## src/rtl/piso_shift_ctrl.sv

```systemverilog
// -----------------------------------------------------------------------------
// piso_shift_ctrl
//
// Parallel-in serial-out shift stage. An upstream agent hands over a WIDTH-bit
// word with a valid/ready handshake. A downstream agent then pulls the word out
// one bit per cycle in which shift_en is high, MSB-first or LSB-first. The bit
// order is chosen by lsb_first at the moment the word is accepted.
//
// Build option:
//   PISO_BACKTOBACK_EN - when defined, a new word may be accepted in the same
//                        cycle that the final bit of the current word is
//                        consumed. This gives zero-bubble streaming. When it is
//                        undefined, a word is accepted only in IDLE.
//
// Ports:
//   clk        in   rising-edge clock
//   rst        in   asynchronous reset, active-high
//   load_valid in   upstream presents load_data
//   load_ready out  a word is accepted this cycle if load_valid is high
//   load_data  in   [WIDTH-1:0] parallel word to serialise
//   lsb_first  in   bit order, sampled only on an accepted load (1 = LSB first)
//   shift_en   in   downstream consumes the current sout bit this cycle
//   sout       out  current serial bit (0 when idle)
//   sout_valid out  sout holds a valid bit
//   last       out  sout is the final bit of the word
//   busy       out  a word is being serialised
// -----------------------------------------------------------------------------
module piso_shift_ctrl #(
    parameter int WIDTH = 8
) (
    input  logic             clk,
    input  logic             rst,
    input  logic             load_valid,
    output logic             load_ready,
    input  logic [WIDTH-1:0] load_data,
    input  logic             lsb_first,
    input  logic             shift_en,
    output logic             sout,
    output logic             sout_valid,
    output logic             last,
    output logic             busy
);

    localparam int CW = $clog2(WIDTH);

    typedef enum logic {
        IDLE  = 1'b0,
        SHIFT = 1'b1
    } state_t;

    state_t           state_reg, state_next;
    logic [WIDTH-1:0] shreg_reg, shreg_next;
    logic [WIDTH-1:0] shl_word, shr_word;
    logic [CW-1:0]    cnt_reg, cnt_next;
    logic             dir_reg, dir_next;
    logic             in_shift;
    logic             advance;
    logic             accept;

    assign in_shift = (state_reg == SHIFT);
    assign last     = in_shift && (cnt_reg == CW'(WIDTH - 1));
    assign advance  = in_shift && shift_en;

`ifdef PISO_BACKTOBACK_EN
    // A load also fits into the cycle that retires the final bit.
    assign load_ready = !in_shift || (last && shift_en);
`else
    assign load_ready = !in_shift;
`endif

    assign accept     = load_valid && load_ready;
    assign busy       = in_shift;
    assign sout_valid = in_shift;
    // sout is forced low in IDLE so that no leftover bits from a finished or
    // discarded word appear on the output.
    assign sout       = in_shift && (dir_reg ? shreg_reg[0] : shreg_reg[WIDTH-1]);

    // Shift candidates. The vacated end is filled with zero.
    assign shl_word = {shreg_reg[WIDTH-2:0], 1'b0};
    assign shr_word = {1'b0, shreg_reg[WIDTH-1:1]};

    // Per-bit 2:1 select: load vs shift. Hold when neither applies.
    // Load takes priority, so a back-to-back reload overrides the last shift.
    genvar gi;
    generate
        for (gi = 0; gi < WIDTH; gi++) begin : g_bit
            assign shreg_next[gi] = accept  ? load_data[gi] :
                                    advance ? (dir_reg ? shr_word[gi] : shl_word[gi]) :
                                              shreg_reg[gi];
        end
    endgenerate

    always_comb begin
        state_next = state_reg;
        cnt_next   = cnt_reg;
        dir_next   = dir_reg;
        if (accept) begin
            state_next = SHIFT;
            cnt_next   = '0;
            dir_next   = lsb_first;
        end else if (advance) begin
            if (last) begin
                state_next = IDLE;
                cnt_next   = '0;
            end else begin
                cnt_next = cnt_reg + CW'(1);
            end
        end
    end

    always_ff @(posedge clk or posedge rst) begin
        if (rst) begin
            state_reg <= IDLE;
            shreg_reg <= '0;
            cnt_reg   <= '0;
            dir_reg   <= 1'b0;
        end else begin
            state_reg <= state_next;
            shreg_reg <= shreg_next;
            cnt_reg   <= cnt_next;
            dir_reg   <= dir_next;
        end
    end

endmodule

```

## config.mk

```make
export PLATFORM = sky130hd
export DESIGN_NAME = piso_shift_ctrl
export DESIGN_NICKNAME = d
export VERILOG_FILES = /design/src/rtl/piso_shift_ctrl.sv
export SDC_FILE = /design/constraint.sdc
export NUM_CORES = 1
export LEC_CHECK = 0
export ABC_AREA = 1
export CAP_MARGIN = 0
export CELL_PAD_IN_SITES_DETAIL_PLACEMENT = 0
export CELL_PAD_IN_SITES_GLOBAL_PLACEMENT = 2
export CORE_MARGIN = 2
export CORE_UTILIZATION = 27
export DETAILED_ROUTE_END_ITERATION = 8
export PLACE_DENSITY = 0.84
export SLEW_MARGIN = 20
export SYNTH_ARGS = -nofsm -noshare
export SYNTH_HDL_FRONTEND = slang
export SYNTH_SLANG_ARGS = --single-unit
```

## constraint.sdc

```tcl
create_clock -name clk -period 3.7 [get_ports clk]
set_clock_uncertainty 0.15 [all_clocks]
set_input_delay 0.74 -clock clk [delete_from_list [all_inputs] [get_ports clk]]
set_output_delay 0.74 -clock clk [all_outputs]
set_load 0.005 [all_outputs]
```

Word level (Yosys, flattened, before mapping)
Cells that the tools add are included.

Register bits after elaboration: 13. Input bits: 13. Output and inout bits: 5. Logic and storage cells: 45.

Add/sub/neg operators: 1. Eq/ne operators: 1. Muxes and demuxes: 31. Reductions and logical operators: 8.

Operators by type and width (number): $mux W1 (28); $mux W3 (3); $logic_and A1 B1 Y1 (4); $reduce_bool A2 Y1 (2); $add A3 B1 Y3 const B (1); $eq A3 B3 Y1 const B (1); $reduce_and A2 Y1 (1); $logic_not A1 Y1 (1).

Longest topological paths before layout
Gate-level depths: netlist of run 1.

Depth in word-level cells: 5. Gate-level depth with buffers: 6. Gate-level depth less buffers: 6.

Least setup slack after synthesis of run 1
No wires, ideal clock.

Path type: reg-to-output. From: reg cnt_reg[0]. To: out last. Arrival time: 0.848 ns. Data required time: 2.810 ns. Setup slack: 1.962 ns. Stages on the path, launching flop included: 5. Path through: dfrtp_1 > ha_1 > ha_1 > nand2_1 > inv_1.

Longest elaborated chain between the ends: 2.

Ends and longest elaborated chain: from (decl) (RTL line 54) `logic [CW-1:0] cnt_reg, cnt_next;`; from (signal assigned) (RTL line 120) `cnt_reg <= cnt_next;`; $eq A3 B3 Y1 (RTL line 61) `assign last = in_shift && (cnt_reg == CW'(WIDTH - 1));`; $logic_and A1 B1 Y1 (RTL line 61); to (decl) (RTL line 40) `output logic last,`.

No other way between the ends.

Worst setup path in the final report of run 1
From: reg dir_reg. To: out sout.

Longest elaborated chain between the ends: 2.

Ends and longest elaborated chain: from (decl) (RTL line 55) `logic dir_reg, dir_next;`; from (signal assigned) (RTL line 121) `dir_reg <= dir_next;`; $mux W1 (RTL line 76) `assign sout = in_shift && (dir_reg ? shreg_reg[0] : shreg_reg[WIDTH-1]);`; $logic_and A1 B1 Y1 (RTL line 76); to (decl) (RTL line 38) `output logic sout,`.

No other way between the ends.

==> summary.txt, run 1 <==
# port buffers - 17
Most common cell after layout, fill and taps aside - nand2_1
Synth warn - 0
Final period util - 0.733
Max_slew headroom - 0.640
Reg clk slew, reported paths - 0.08 ns
Logic pwr share - 0.427
Sink Count - 13
Setup tns final - 0 ns
Fill count - 321
Flop pwr share - 0.424
Max reg flops - 8
Layout cell share with drive strength beyond 1 - 0.0556
Hold-fix buffers at CTS - 0
TritonCTS clock tree - yes
Most frequent cells in the layout - nand2_1 (45), clkdlybuf4s50_1 (17), inv_1 (13), dfrtp_1 (13)
Avg Inst Size Synth - 6.97 µm²
Sw Pwr - 234 µW
Sw Share - 0.396
Data required, critical path - 2.81 ns
Vias in the first global route - 676
CTS Root Cell - clkbuf_4
Synthesized flop and latch total - 13
Unrepaired setup endpoints after global routing - no
Synth Net Count - 124
Outcome - completed
GRT overflow - 0
Row count - 19
Fin crit period - 2.71 ns
H-Tree Depth - 1
PD cells - 613 nW/µm²
I/O pin cnt - 18
Final Hold Viols - 0
Min-Delay Path Class - register to register
FF/Latch Area - 325 µm²
Cell-internal power - 356 µW
Seq/Total Area, Yosys - 0.428
Post-Layout Cell Count - 157
Crit path kind - register to primary output
Placed insts - 153
Postcts setup bufs - 0
Multi-input gate area - 335 µm²
Initial core utilization - 0.280
Worst-Margin Slew - 0.539 ns
Post-cts sizing count - 0
DIE WIDTH - 57.0 µm
Critical path arrival - 1.82 ns
Die ar. - 3250 µm²
Area grow syn2layout - 26.5%
CTS buffer count - 3
# Max-Cap Violations - 0
Worst setup SP type - register
Net count, final - 142
# DRC - 0
Clock share of power - 0.149
Leakage - 0.518 nW
Peak Freq - 369 MHz
Mapped Area - 759 µm²
Clock Path Buffers - 2
Initial antenna violation count - 0
Worst skew pair latency - 0.28 ns
Via count - 710
Vias/cell - 4.52
Crit Path Max Fanout - 9
Pins Over Slew Limit - 0
Antenna Nets Post-Route - 0
Dpl hpwl - 1.22 mm
Unique cell type count in the Yosys netlist - 15
RD Place Congestion - 0.740
Core area - 2710 µm²
Crit. End Element - primary output
Die Height - 57.0 µm
# diodes - 0
Final setup vio count - 0
Initial DRC Count - 17
Largest net degree at the start of global routing - 17
Synth Instances - 109
Final wirelength - 1.72 mm
Gr usage total - 0.119
Global-route wire length before repair - 2.97 mm
Max IR drop VDD - 0.311 mV
TritonRoute pass-1 iters - 4
WL/cell - 11.0 µm
[worst max-delay path, stage by stage (launching register included)]
cell and delay (ns):
dfrtp_1 0.54, clkinv_1 0.33, nor2_1 0.17, nor2_1 0.07, clkdlybuf4s50_1 0.44
[cell usage after synthesis (all sizes together)]
library cell	n	area [µm²]
nand2	46	180
inv	15	56.3
dfrtp	13	325
nand3	10	50.1
o21ai	10	50.1
nor2	5	18.8
buf	4	33.8
clkinv	2	8.75
ha	2	25.0
a21oi	1	5.00
o22ai	1	6.26
[power by group through the flow]
stage / clock network (mW) / registers [mW] / logic, mW
CTS: 0.0926 / 0.250 / 0.256
finish: 0.0876 / 0.250 / 0.252
floorplan: 0 / 0.228 / 0.191
detailed placement: 0 / 0.253 / 0.254
global placement: 0 / 0.253 / 0.254
global route: 0.0997 / 0.258 / 0.293
[routing by layer]
metal,part of all wire,wire length [µm],vias to the layer above,track usage
li1,-,-,371,-
met1,0.50,860,325,0.167
met2,0.45,770,12,0.169
met3,0.041,70,2,0.0431
met4,0.011,19,0,0.0399
met5,0,0,-,0
[kinds of logic after synthesis]
family,count (synthesis),share of synthesized area
and+or+nand+nor,61,0.328
buffers and inverters,21,0.130
DFF,13,0.428
AOI/OAI and AO/OA,12,0.0807
adders and majority gates,2,0.0329
[path summary, 6_finish.rpt]
| path | startpoint | to | slack, ns | cells past startpoint |
|---|---|---|---|---|
| worst min-delay path | cnt_reg[1]$_DFFE_PP0P_ | cnt_reg[1]$_DFFE_PP0P_ | 0.33 | 2 |
| worst max-delay path | dir_reg$_DFFE_PP0P_ | sout | 0.99 | 4 |
| max in group asynchronous | rst | shreg_reg[4]$_DFFE_PP0P_ | 2.39 | 2 |
| worst max register to register | busy$_DFFE_PP0P_ | shreg_reg[4]$_DFFE_PP0P_ | 2.06 | 5 |
| min in group asynchronous | rst | shreg_reg[7]$_DFFE_PP0P_ | 0.64 | 2 |
| worst min register to register | cnt_reg[1]$_DFFE_PP0P_ | cnt_reg[1]$_DFFE_PP0P_ | 0.33 | 2 |
[final cells by class]
class	instances	share of cell area
Timing Repair Buffer	17	0.177
Inverter	17	0.0677
Clock buffer	4	0.0273
Tap cell	31	0.0404
Multi-Input combinational cell	75	0.349
Sequential cell	13	0.339
[metrics by stage]
step	area, µm²	util	hold slack (ns)	setup WS [ns]	power (mW)
6_report	961	0.355	0.329	0.989	0.589
5_1_grt	961	0.355	0.358	0.884	0.651
2_1_floorplan	759	-	0.296	1.96	0.419
3_3_place_gp	935	0.345	0.321	1.26	0.507
4_1_cts	961	0.355	0.335	0.965	0.599
3_5_place_dp	935	0.345	0.317	1.29	0.507
No activity file was read; power rests on OpenSTA's default activity.
==> run 2, diff against run 1 <==
--- a/config.mk
+++ b/config.mk
@@ -10,9 +10,9 @@
 export CELL_PAD_IN_SITES_DETAIL_PLACEMENT = 0
 export CELL_PAD_IN_SITES_GLOBAL_PLACEMENT = 2
 export CORE_MARGIN = 2
-export CORE_UTILIZATION = 27
+export CORE_UTILIZATION = 26
 export DETAILED_ROUTE_END_ITERATION = 8
-export PLACE_DENSITY = 0.84
+export PLACE_DENSITY = 0.81
 export SLEW_MARGIN = 20
 export SYNTH_ARGS = -nofsm -noshare
 export SYNTH_HDL_FRONTEND = slang
==> constraint.sdc (replaced) <==
create_clock -name clk -period 2.7 [get_ports clk]
set_clock_uncertainty 0.15 [all_clocks]
set_input_delay 0.54 -clock clk [delete_from_list [all_inputs] [get_ports clk]]
set_output_delay 0.54 -clock clk [all_outputs]
set_load 0.005 [all_outputs]
==> summary.txt, run 2 (synthesized netlist as in run 1, its figures left out) <==
Pre-CTS setup slack - 0.645 ns
Final Hold Viols - 0
I/O pin cnt - 18
Initial core utilization - 0.275
Clock Path Buffers - 2
Layout cell share with drive strength beyond 1 - 0.0630
Max reg flops - 8
PD cells - 831 nW/µm²
Outcome - completed
Sink Count - 13
RD Place Congestion - 0.739
# DRC - 0
Die ar. - 3370 µm²
Dpl hpwl - 1.21 mm
Worst setup margin - 0.349 ns
Net count, final - 143
Global-route wire length before repair - 2.78 mm
# diodes - 0
Post-cts sizing count - 0
Crit path kind - register to primary output
DIE WIDTH - 58.0 µm
CTS buffer count - 3
Reg clk slew, reported paths - 0.08 ns
Pins Over Slew Limit - 0
Vias in the first global route - 618
Final period util - 0.871
Max IR drop VDD - 0.333 mV
Placed insts - 154
Min-Delay Path Class - register to register
CTS Root Cell - clkbuf_4
Final wirelength - 1.68 mm
Hold-fix buffers at CTS - 0
Die Height - 58.0 µm
GRT overflow - 0
TritonRoute pass-1 iters - 4
Final core occ - 0.351
Worst setup SP type - register
Via count - 696
Row count - 19
Leakage - 0.523 nW
Crit Path Max Fanout - 9
Initial DRC Count - 24
Peak Freq - 425 MHz
TritonCTS clock tree - yes
Worst skew pair latency - 0.26 ns
Most common cell after layout, fill and taps aside - nand2_1
Unrepaired setup endpoints after global routing - no
H-Tree Depth - 1
Crit. End Element - primary output
# Max-Cap Violations - 0
Data required, critical path - 2.01 ns
Post-Layout Cell Count - 158
Final setup vio count - 0
Antenna Nets Post-Route - 0
Initial antenna violation count - 0
Gr usage total - 0.106
Vias/cell - 4.41
Area grow syn2layout - 27.5%
# port buffers - 17
Worst-Margin Slew - 0.516 ns
Core area - 2760 µm²
Max_slew headroom - 0.656
Most frequent cells in the layout - nand2_1 (45), clkdlybuf4s50_1 (17), inv_1 (13), dfrtp_1 (13)
WL/cell - 10.7 µm
Hold slack - 0.336 ns
Largest net degree at the start of global routing - 17
Postcts setup bufs - 0
Critical path arrival - 1.66 ns
Fin crit period - 2.35 ns
Setup tns final - 0 ns
[run 2: layout make-up]
type                    instances  area (µm²)
clock buffers                   4        26.3
fillers                       309        1790
inverters                      17        65.1
multi-input cells              75         335
flip-flops and latches         13         325
well taps                      31        38.8
repair buffers                 18         178
[run 2: path summary, 6_finish.rpt]
path                                            end  cells after the start                    from  slack, ns
setup / recovery                               sout                      4     dir_reg$_DFFE_PP0P_       0.35
hold / removal               cnt_reg[1]$_DFFE_PP0P_                      2  cnt_reg[1]$_DFFE_PP0P_       0.34
setup reg to reg           shreg_reg[5]$_DFFE_PP0P_                      6        busy$_DFFE_PP0P_       1.27
hold reg to reg              cnt_reg[1]$_DFFE_PP0P_                      2  cnt_reg[1]$_DFFE_PP0P_       0.34
max in group asynchronous  shreg_reg[7]$_DFFE_PP0P_                      2                     rst       1.60
min in group asynchronous    cnt_reg[2]$_DFFE_PP0P_                      2                     rst       0.45
[run 2: power by group]
part / total (mW) / internal, mW / switching [mW] / leakage, nW
combinational: 0.349 / 0.165 / 0.184 / 0.344
sequential: 0.339 / 0.269 / 0.0702 / 0.164
clock: 0.117 / 0.0570 / 0.0595 / 0.0150
total: 0.805 / 0.491 / 0.314 / 0.523
[run 2: critical path, cell delays in order, from the launching register on]
cell and delay (ns):
dfrtp_1 0.49, clkinv_1 0.26, nor2_1 0.14, nor2_1 0.06
clkdlybuf4s50_1 0.44
[run 2: metal layers]
metal | vias to the layer above | share of wire | global-route usage
met5 | - | 0 | 0
met4 | 0 | 0.0095 | 0.0399
met3 | 2 | 0.061 | 0.0156
met2 | 15 | 0.47 | 0.162
met1 | 311 | 0.45 | 0.151
li1 | 368 | - | -
[run 2: per-stage QoR]
| step | total power [mW] | instance area [µm²] |
|---|---|---|
| after floorplan | 0.575 | 759 |
| after global placement | 0.692 | 942 |
| after detailed placement | 0.694 | 942 |
| after CTS | 0.816 | 968 |
| after global routing | 0.888 | 968 |
| final | 0.805 | 968 |
==> run 3, diff against run 2 <==
--- a/config.mk
+++ b/config.mk
@@ -6,7 +6,6 @@
 export NUM_CORES = 1
 export LEC_CHECK = 0
 export ABC_AREA = 1
-export CAP_MARGIN = 0
 export CELL_PAD_IN_SITES_DETAIL_PLACEMENT = 0
 export CELL_PAD_IN_SITES_GLOBAL_PLACEMENT = 2
 export CORE_MARGIN = 2
==> results of run 3 <==
No change in the layout: final DEF, timing and power equal those of run 2.
